<file path="config.mk">
export PLATFORM = sky130hd
export DESIGN_NAME = multi_channel_temp_monitor
export DESIGN_NICKNAME = d
export VERILOG_FILES = /design/src/rtl/multi_channel_temp_monitor.sv
export SDC_FILE = /design/constraint.sdc
export NUM_CORES = 1
export LEC_CHECK = 0
export CORE_MARGIN = 4
export CORE_UTILIZATION = 43
export DETAILED_ROUTE_END_ITERATION = 16
export PLACE_DENSITY = 0.6
export SKIP_LAST_GASP = 1
export SYNTH_ARGS = -nofsm -noshare
export SYNTH_HDL_FRONTEND = slang
export SYNTH_SLANG_ARGS = --single-unit
</file>
<file path="constraint.sdc">
create_clock -name clk -period 12.6 [get_ports clk]
set_clock_uncertainty 0.15 [all_clocks]
set_input_delay 2.52 -clock clk [delete_from_list [all_inputs] [get_ports clk]]
set_output_delay 2.52 -clock clk [all_outputs]
set_load 0.02 [all_outputs]
</file>
<file path="src/rtl/multi_channel_temp_monitor.sv">
// Multi-channel temperature monitor: per-channel linear calibration with saturation and
// debounced low/high alarms with hysteresis. Define TMON_STICKY_ALARM_EN for sticky alarms.
module multi_channel_temp_monitor #(
  parameter int NCH     = 4,
  parameter int BW      = 5,
  parameter int CW      = 4,
  parameter int SW      = 4,
  parameter int TW      = 9,
  parameter int LOW_TH  = 20,
  parameter int HIGH_TH = 200,
  parameter int HYST    = 10,
  parameter int DEB     = 3
) (
  input  logic                   clk,
  input  logic                   rst,
  input  logic                   cfg_we,
  input  logic [$clog2(NCH)-1:0] cfg_ch,
  input  logic [BW-1:0]          cfg_base,
  input  logic [CW-1:0]          cfg_coef,
  input  logic                   sample_valid,
  output logic                   sample_ready,
  input  logic [$clog2(NCH)-1:0] sample_ch,
  input  logic [SW-1:0]          sample_value,
  output logic                   temp_valid,
  output logic [$clog2(NCH)-1:0] temp_ch,
  output logic [TW-1:0]          temp_out,
  output logic                   ch_err,
  output logic [NCH-1:0]         low_alarm,
  output logic [NCH-1:0]         high_alarm,
  input  logic [NCH-1:0]         alarm_clr
);

  localparam int CHW = $clog2(NCH);
  localparam int FW  = BW + CW + SW + 1;
  localparam int PW  = (FW > TW) ? FW : TW;
  localparam int DW  = $clog2(DEB + 1);
  localparam logic [DW-1:0] DEB_C = DEB[DW-1:0];

  logic                 ready_q;
  logic [BW-1:0]        base_q [NCH];
  logic [BW-1:0]        base_d [NCH];
  logic [CW-1:0]        coef_q [NCH];
  logic [CW-1:0]        coef_d [NCH];

  logic                 s1_valid_q, s1_valid_d;
  logic                 s1_err_q, s1_err_d;
  logic [CHW-1:0]       s1_ch_q, s1_ch_d;
  logic [TW-1:0]        s1_temp_q, s1_temp_d;

  logic                 temp_valid_q, temp_valid_d;
  logic [CHW-1:0]       temp_ch_q, temp_ch_d;
  logic [TW-1:0]        temp_out_q, temp_out_d;
  logic                 ch_err_q, ch_err_d;

  logic [DW-1:0]        hi_cnt_q [NCH];
  logic [DW-1:0]        hi_cnt_d [NCH];
  logic [DW-1:0]        lo_cnt_q [NCH];
  logic [DW-1:0]        lo_cnt_d [NCH];
  logic [NCH-1:0]       high_alarm_q, high_alarm_d;
  logic [NCH-1:0]       low_alarm_q, low_alarm_d;

  logic                 accept_s;
  logic                 bad_ch_s;
  logic [CHW-1:0]       idx_s;
  logic [PW-1:0]        full_s;
  logic [TW-1:0]        temp_s;

  logic                 hi_gt_s, hi_le_hyst_s, lo_lt_s, lo_ge_hyst_s;
  logic [NCH-1:0]       hit_s, hi_set_s, hi_clr_s, lo_set_s, lo_clr_s;

  // Sample acceptance and saturating calibration using the config held before this edge.
  always_comb begin
    accept_s = sample_valid & sample_ready;
    bad_ch_s = (int'(sample_ch) >= NCH);
    if (bad_ch_s) begin
      idx_s = {CHW{1'b0}};
    end else begin
      idx_s = sample_ch;
    end
    full_s = PW'(base_q[idx_s]) + PW'(coef_q[idx_s]) * PW'(sample_value);
    if (|(full_s >> TW)) begin
      temp_s = {TW{1'b1}};
    end else begin
      temp_s = full_s[TW-1:0];
    end
  end

  // Configuration register file write.
  always_comb begin
    base_d = base_q;
    coef_d = coef_q;
    if (cfg_we && (int'(cfg_ch) < NCH)) begin
      base_d[cfg_ch] = cfg_base;
      coef_d[cfg_ch] = cfg_coef;
    end else begin
      base_d = base_q;
      coef_d = coef_q;
    end
  end

  // Two-stage result pipeline: calibrated stage, then the visible result stage.
  always_comb begin
    s1_valid_d   = accept_s & ~bad_ch_s;
    s1_err_d     = accept_s & bad_ch_s;
    s1_temp_d    = temp_s;
    if (accept_s) begin
      s1_ch_d = sample_ch;
    end else begin
      s1_ch_d = s1_ch_q;
    end
    temp_valid_d = s1_valid_q;
    ch_err_d     = s1_err_q;
    if (s1_valid_q) begin
      temp_ch_d  = s1_ch_q;
      temp_out_d = s1_temp_q;
    end else begin
      temp_ch_d  = temp_ch_q;
      temp_out_d = temp_out_q;
    end
  end

  // Debounce counters and alarm flags, updated from the visible result one edge later.
  always_comb begin
    hi_gt_s      = (int'(temp_out_q) > HIGH_TH);
    hi_le_hyst_s = (int'(temp_out_q) <= (HIGH_TH - HYST));
    lo_lt_s      = (int'(temp_out_q) < LOW_TH);
    lo_ge_hyst_s = (int'(temp_out_q) >= (LOW_TH + HYST));
    hi_cnt_d     = hi_cnt_q;
    lo_cnt_d     = lo_cnt_q;
    hit_s        = {NCH{1'b0}};
    hi_set_s     = {NCH{1'b0}};
    hi_clr_s     = {NCH{1'b0}};
    lo_set_s     = {NCH{1'b0}};
    lo_clr_s     = {NCH{1'b0}};
    high_alarm_d = high_alarm_q;
    low_alarm_d  = low_alarm_q;
    for (int i = 0; i < NCH; i++) begin
      hit_s[i] = temp_valid_q && (int'(temp_ch_q) == i);
      if (hit_s[i]) begin
        if (hi_gt_s) begin
          hi_cnt_d[i] = (hi_cnt_q[i] == DEB_C) ? DEB_C : hi_cnt_q[i] + 1'b1;
        end else begin
          hi_cnt_d[i] = {DW{1'b0}};
        end
        if (lo_lt_s) begin
          lo_cnt_d[i] = (lo_cnt_q[i] == DEB_C) ? DEB_C : lo_cnt_q[i] + 1'b1;
        end else begin
          lo_cnt_d[i] = {DW{1'b0}};
        end
      end else begin
        hi_cnt_d[i] = hi_cnt_q[i];
        lo_cnt_d[i] = lo_cnt_q[i];
      end
      hi_set_s[i] = hit_s[i] && hi_gt_s && (hi_cnt_d[i] == DEB_C);
      lo_set_s[i] = hit_s[i] && lo_lt_s && (lo_cnt_d[i] == DEB_C);
`ifdef TMON_STICKY_ALARM_EN
      hi_clr_s[i] = alarm_clr[i];
      lo_clr_s[i] = alarm_clr[i];
`else
      hi_clr_s[i] = hit_s[i] && hi_le_hyst_s;
      lo_clr_s[i] = hit_s[i] && lo_ge_hyst_s;
`endif
      // Set has priority over clear when both land on the same edge.
      high_alarm_d[i] = hi_set_s[i] | (high_alarm_q[i] & ~hi_clr_s[i]);
      low_alarm_d[i]  = lo_set_s[i] | (low_alarm_q[i] & ~lo_clr_s[i]);
    end
  end

`ifndef TMON_STICKY_ALARM_EN
  logic unused_alarm_clr_s;
  assign unused_alarm_clr_s = ^alarm_clr;
`endif

  // State registers with synchronous reset; reset also flushes samples in flight.
  always_ff @(posedge clk) begin
    if (rst) begin
      ready_q      <= 1'b0;
      s1_valid_q   <= 1'b0;
      s1_err_q     <= 1'b0;
      s1_ch_q      <= {CHW{1'b0}};
      s1_temp_q    <= {TW{1'b0}};
      temp_valid_q <= 1'b0;
      temp_ch_q    <= {CHW{1'b0}};
      temp_out_q   <= {TW{1'b0}};
      ch_err_q     <= 1'b0;
      high_alarm_q <= {NCH{1'b0}};
      low_alarm_q  <= {NCH{1'b0}};
      for (int i = 0; i < NCH; i++) begin
        base_q[i]   <= {BW{1'b0}};
        coef_q[i]   <= {CW{1'b0}};
        hi_cnt_q[i] <= {DW{1'b0}};
        lo_cnt_q[i] <= {DW{1'b0}};
      end
    end else begin
      ready_q      <= 1'b1;
      s1_valid_q   <= s1_valid_d;
      s1_err_q     <= s1_err_d;
      s1_ch_q      <= s1_ch_d;
      s1_temp_q    <= s1_temp_d;
      temp_valid_q <= temp_valid_d;
      temp_ch_q    <= temp_ch_d;
      temp_out_q   <= temp_out_d;
      ch_err_q     <= ch_err_d;
      high_alarm_q <= high_alarm_d;
      low_alarm_q  <= low_alarm_d;
      base_q       <= base_d;
      coef_q       <= coef_d;
      hi_cnt_q     <= hi_cnt_d;
      lo_cnt_q     <= lo_cnt_d;
    end
  end

  // Ready drops combinationally with rst so no sample is taken while reset is asserted.
  assign sample_ready = ready_q & ~rst;
  assign temp_valid   = temp_valid_q;
  assign temp_ch      = temp_ch_q;
  assign temp_out     = temp_out_q;
  assign ch_err       = ch_err_q;
  assign high_alarm   = high_alarm_q;
  assign low_alarm    = low_alarm_q;

endmodule

</file>
==> results.md <==
- Status: complete, no violations
- Post-synth EDFFs: 0
- Main synth FF type: dfxtp_1
- Slew @ Worst Pin: 1.08 ns
- Setup TNS: 0 ns
- Ports: 47
- CTS root buffer: clkbuf_8
- Final worst setup slack: 5.75 ns
- Avg Cell Area, Syn: between 9 and 10 µm²
- Initial antenna violation count: 0
- ANT nets after route: 0
- Syn-to-layout area delta: 16.4%
- DRT iter0 DRCs: 133
- Number of max-cap violations: 0
- IO buf count: 41
- DP Worst Slack: approximately 5.3 ns
- Yosys warnings: 0
- Setup-failing EPs final: 0
- Gr ovfl total: 0
- Residual DRC count: 0
- # fillers: 894
- Final number of max-transition violations: 0
- Pre-Repair DR Iteration Count: 4
- Synth Net Count: 487
- Final period utilization: between 50% and 60%
- Initial Utilization: 44.0%
- DP Cell Count: roughly 590
- Routed len/inst: 13.8 µm
- Master of the slowest instance on the critical path: clkdlybuf4s50_1
- # H-tree levels: 3
- Min Tclk post-route: 6.85 ns
- Final GP Congestion: 0.741
- Final hold vios: 0
- Die W: 105 µm
- Highest Clock Rate: around 150 MHz
- Worst path cell trace: clkdlybuf4s50_1 -> mux4_2 -> nand2_1 -> fa_1 -> fa_1 -> fa_1 -> inv_1 -> ha_1 -> nor2b_4 -> o31a_1 -> or3_1 -> o311ai_1
- Die Y: about 110 µm
- Commonest non-fill, non-tap cell in the layout: dfxtp_1
- Mapped Area: 0.00406 mm²
- Routed via count: roughly 3,000
- # hold bufs at CTS: 0
- Clk Latency, worst-skew pair: 0.35 ns
- Inserted Clock Buffers: 9
- Setup repair bufs after CTS: 0
- Worst endpoint data arrival time: 6.95 ns
- Die Area: 0.0111 mm²
- CTS Buffer Depth: 2
- Worst-path fanout max: 10
- Pin count of the biggest net entering global routing: 78
- Number of synthesized register bits: 85
- Setup crit end kind: flip-flop
- Avg Vias per Cell: 5.06
- CP delay by family, top: adder cells
- Row cnt: 35
- HP Class: reg2reg
- PostCTS Resize Cnt: 0
- Worst setup path category: in2reg
- CP startpoint kind: primary input
- Layout cells sized above 1: just under 10%
- Worst endpoint required time: 12.70 ns
- Register Area: around 0.0017 mm²
- First-pass GRT wire length: 14.1 mm
- Most used cell, CP: fa_1
- Placed inst area: 0.00453 mm²
- Share of synthesized registers carrying an async set or reset: 0%
- Synth Instances: ~440
- Cell variety after synth: 51
- Clock slew at reported path FFs: 0.09 ns
- Post-synthesis sequential area ratio: 41.9%
- Power density over the cells: 110 mW/mm²
- CTS tree: built
- Buf/Inv on CP: 2
- Most frequent cells in the layout: 85 x dfxtp_1, 61 x nand2_1, 44 x a21oi_1
- Multi-input gate area: 0.00217 mm²
- Unrepaired setup endpoints after global routing: false
- Maximum VDD drop: 0.0664 mV
- Total GRT Usage: 15.6%
- Final Cell Area: 0.00473 mm²
- Hpwl dp: roughly 6.0 mm
- Slew headroom: 27.7%
- Vias in the first global route: approximately 2,900
- Static leakage: 1.83 nW
- Layout Cells excl Fill: 602
- Worst path max stage delay: 0.93 ns
- CTS Sinks: 85
- Nets: 519
- Core area: roughly 0.0092 mm²
- Ant. Diodes: 0
- Routed WL: 8.30 mm
## metrics by stage
step / hold WS, ns / utilization, % / total power, mW
floorplan: 0.283 / - / 0.312
global placement: 0.289 / 49.0 / 0.327
detailed placement: 0.298 / 49.0 / 0.328
CTS: 0.311 / 51.2 / 0.525
global route: 0.328 / 51.2 / 0.543
finish: 0.309 / 51.2 / 0.520
## registers in the layout, summed over array words and instances (netlist names), 2 cells and up
signal	cells
low_alarm	4
temp_ch	2
lo_cnt_q	8
base_q	20
s1_temp_q	9
coef_q	16
temp_out	9
hi_cnt_q	8
high_alarm	4
s1_ch_q	2
## layout make-up
| cell class | count | area share (%) |
|---|---|---|
| Multi-Input combinational cell | 308 | 45.8 |
| Sequential cell | 85 | 36.0 |
| Timing Repair Buffer | 42 | 8.73 |
| Tap cell | 129 | 3.41 |
| Clock buffer | 9 | 2.62 |
| Inverter | 22 | 1.75 |
| Clock inverter | 7 | 1.69 |
## Yosys cell counts, types with 6 or more instances
library cell   n  area share [%]
nand2_1       61             5.6
buf_2          6            0.74
and2_1         8             1.2
nand3_1       14             1.7
mux4_2         9             5.0
fa_1           8             3.9
a31o_2         6             1.3
a211oi_1       6             1.1
nand2b_1       8             1.2
ha_1          18             5.5
and3_1         6            0.92
mux2i_1       29             7.1
o21ai_0       11             1.4
nor2_1        39             3.6
dfxtp_1       85              42
inv_1         22             2.0
a21oi_1       44             5.4
## logic make-up after synthesis
family,count (synthesis),share of synthesized area (%)
AO/OA/AOI/OAI,81,12.1
adder cells (fa/ha/maj),26,9.48
buffers and inverters,43,4.93
flip-flops,85,41.9
multiplexers,38,12.1
other,1,0.0923
AND/OR/NAND/NOR,162,19.4
## path summary, 6_finish.rpt
kind	to	cells after the start	start	slack [ns]
setup / recovery	s1_temp_q[7]	12	sample_ch[0]	5.75
hold / removal	coef_q[0]	2	coef_q[0]	0.31
setup reg to reg	s1_temp_q[7]	11	coef_q[1]	8.67
hold reg to reg	coef_q[0]	2	coef_q[0]	0.31
## metal layers
metal | vias up | track usage [%] | share of wire [%]
met1 | 1427 | 21.0 | 48
met2 | 65 | 25.3 | 47
met4 | 0 | 3.09 | 0.51
li1 | 1553 | - | -
met3 | 4 | 4.23 | 4.7
met5 | - | 0 | 0
## where the power goes
group	internal (mW)	switching, mW	leakage (nW)
clock	0.0941	0.104	0.0968
combinational	0.0199	0.0233	1.04
sequential	0.275	0.00371	0.689
## worst min-delay path, stage by stage (launching register included)
cell	delay, ns
dfxtp_1	0.32
nand2_1	0.05
a21oi_1	0.05
Power figures use the tool's default switching activity.
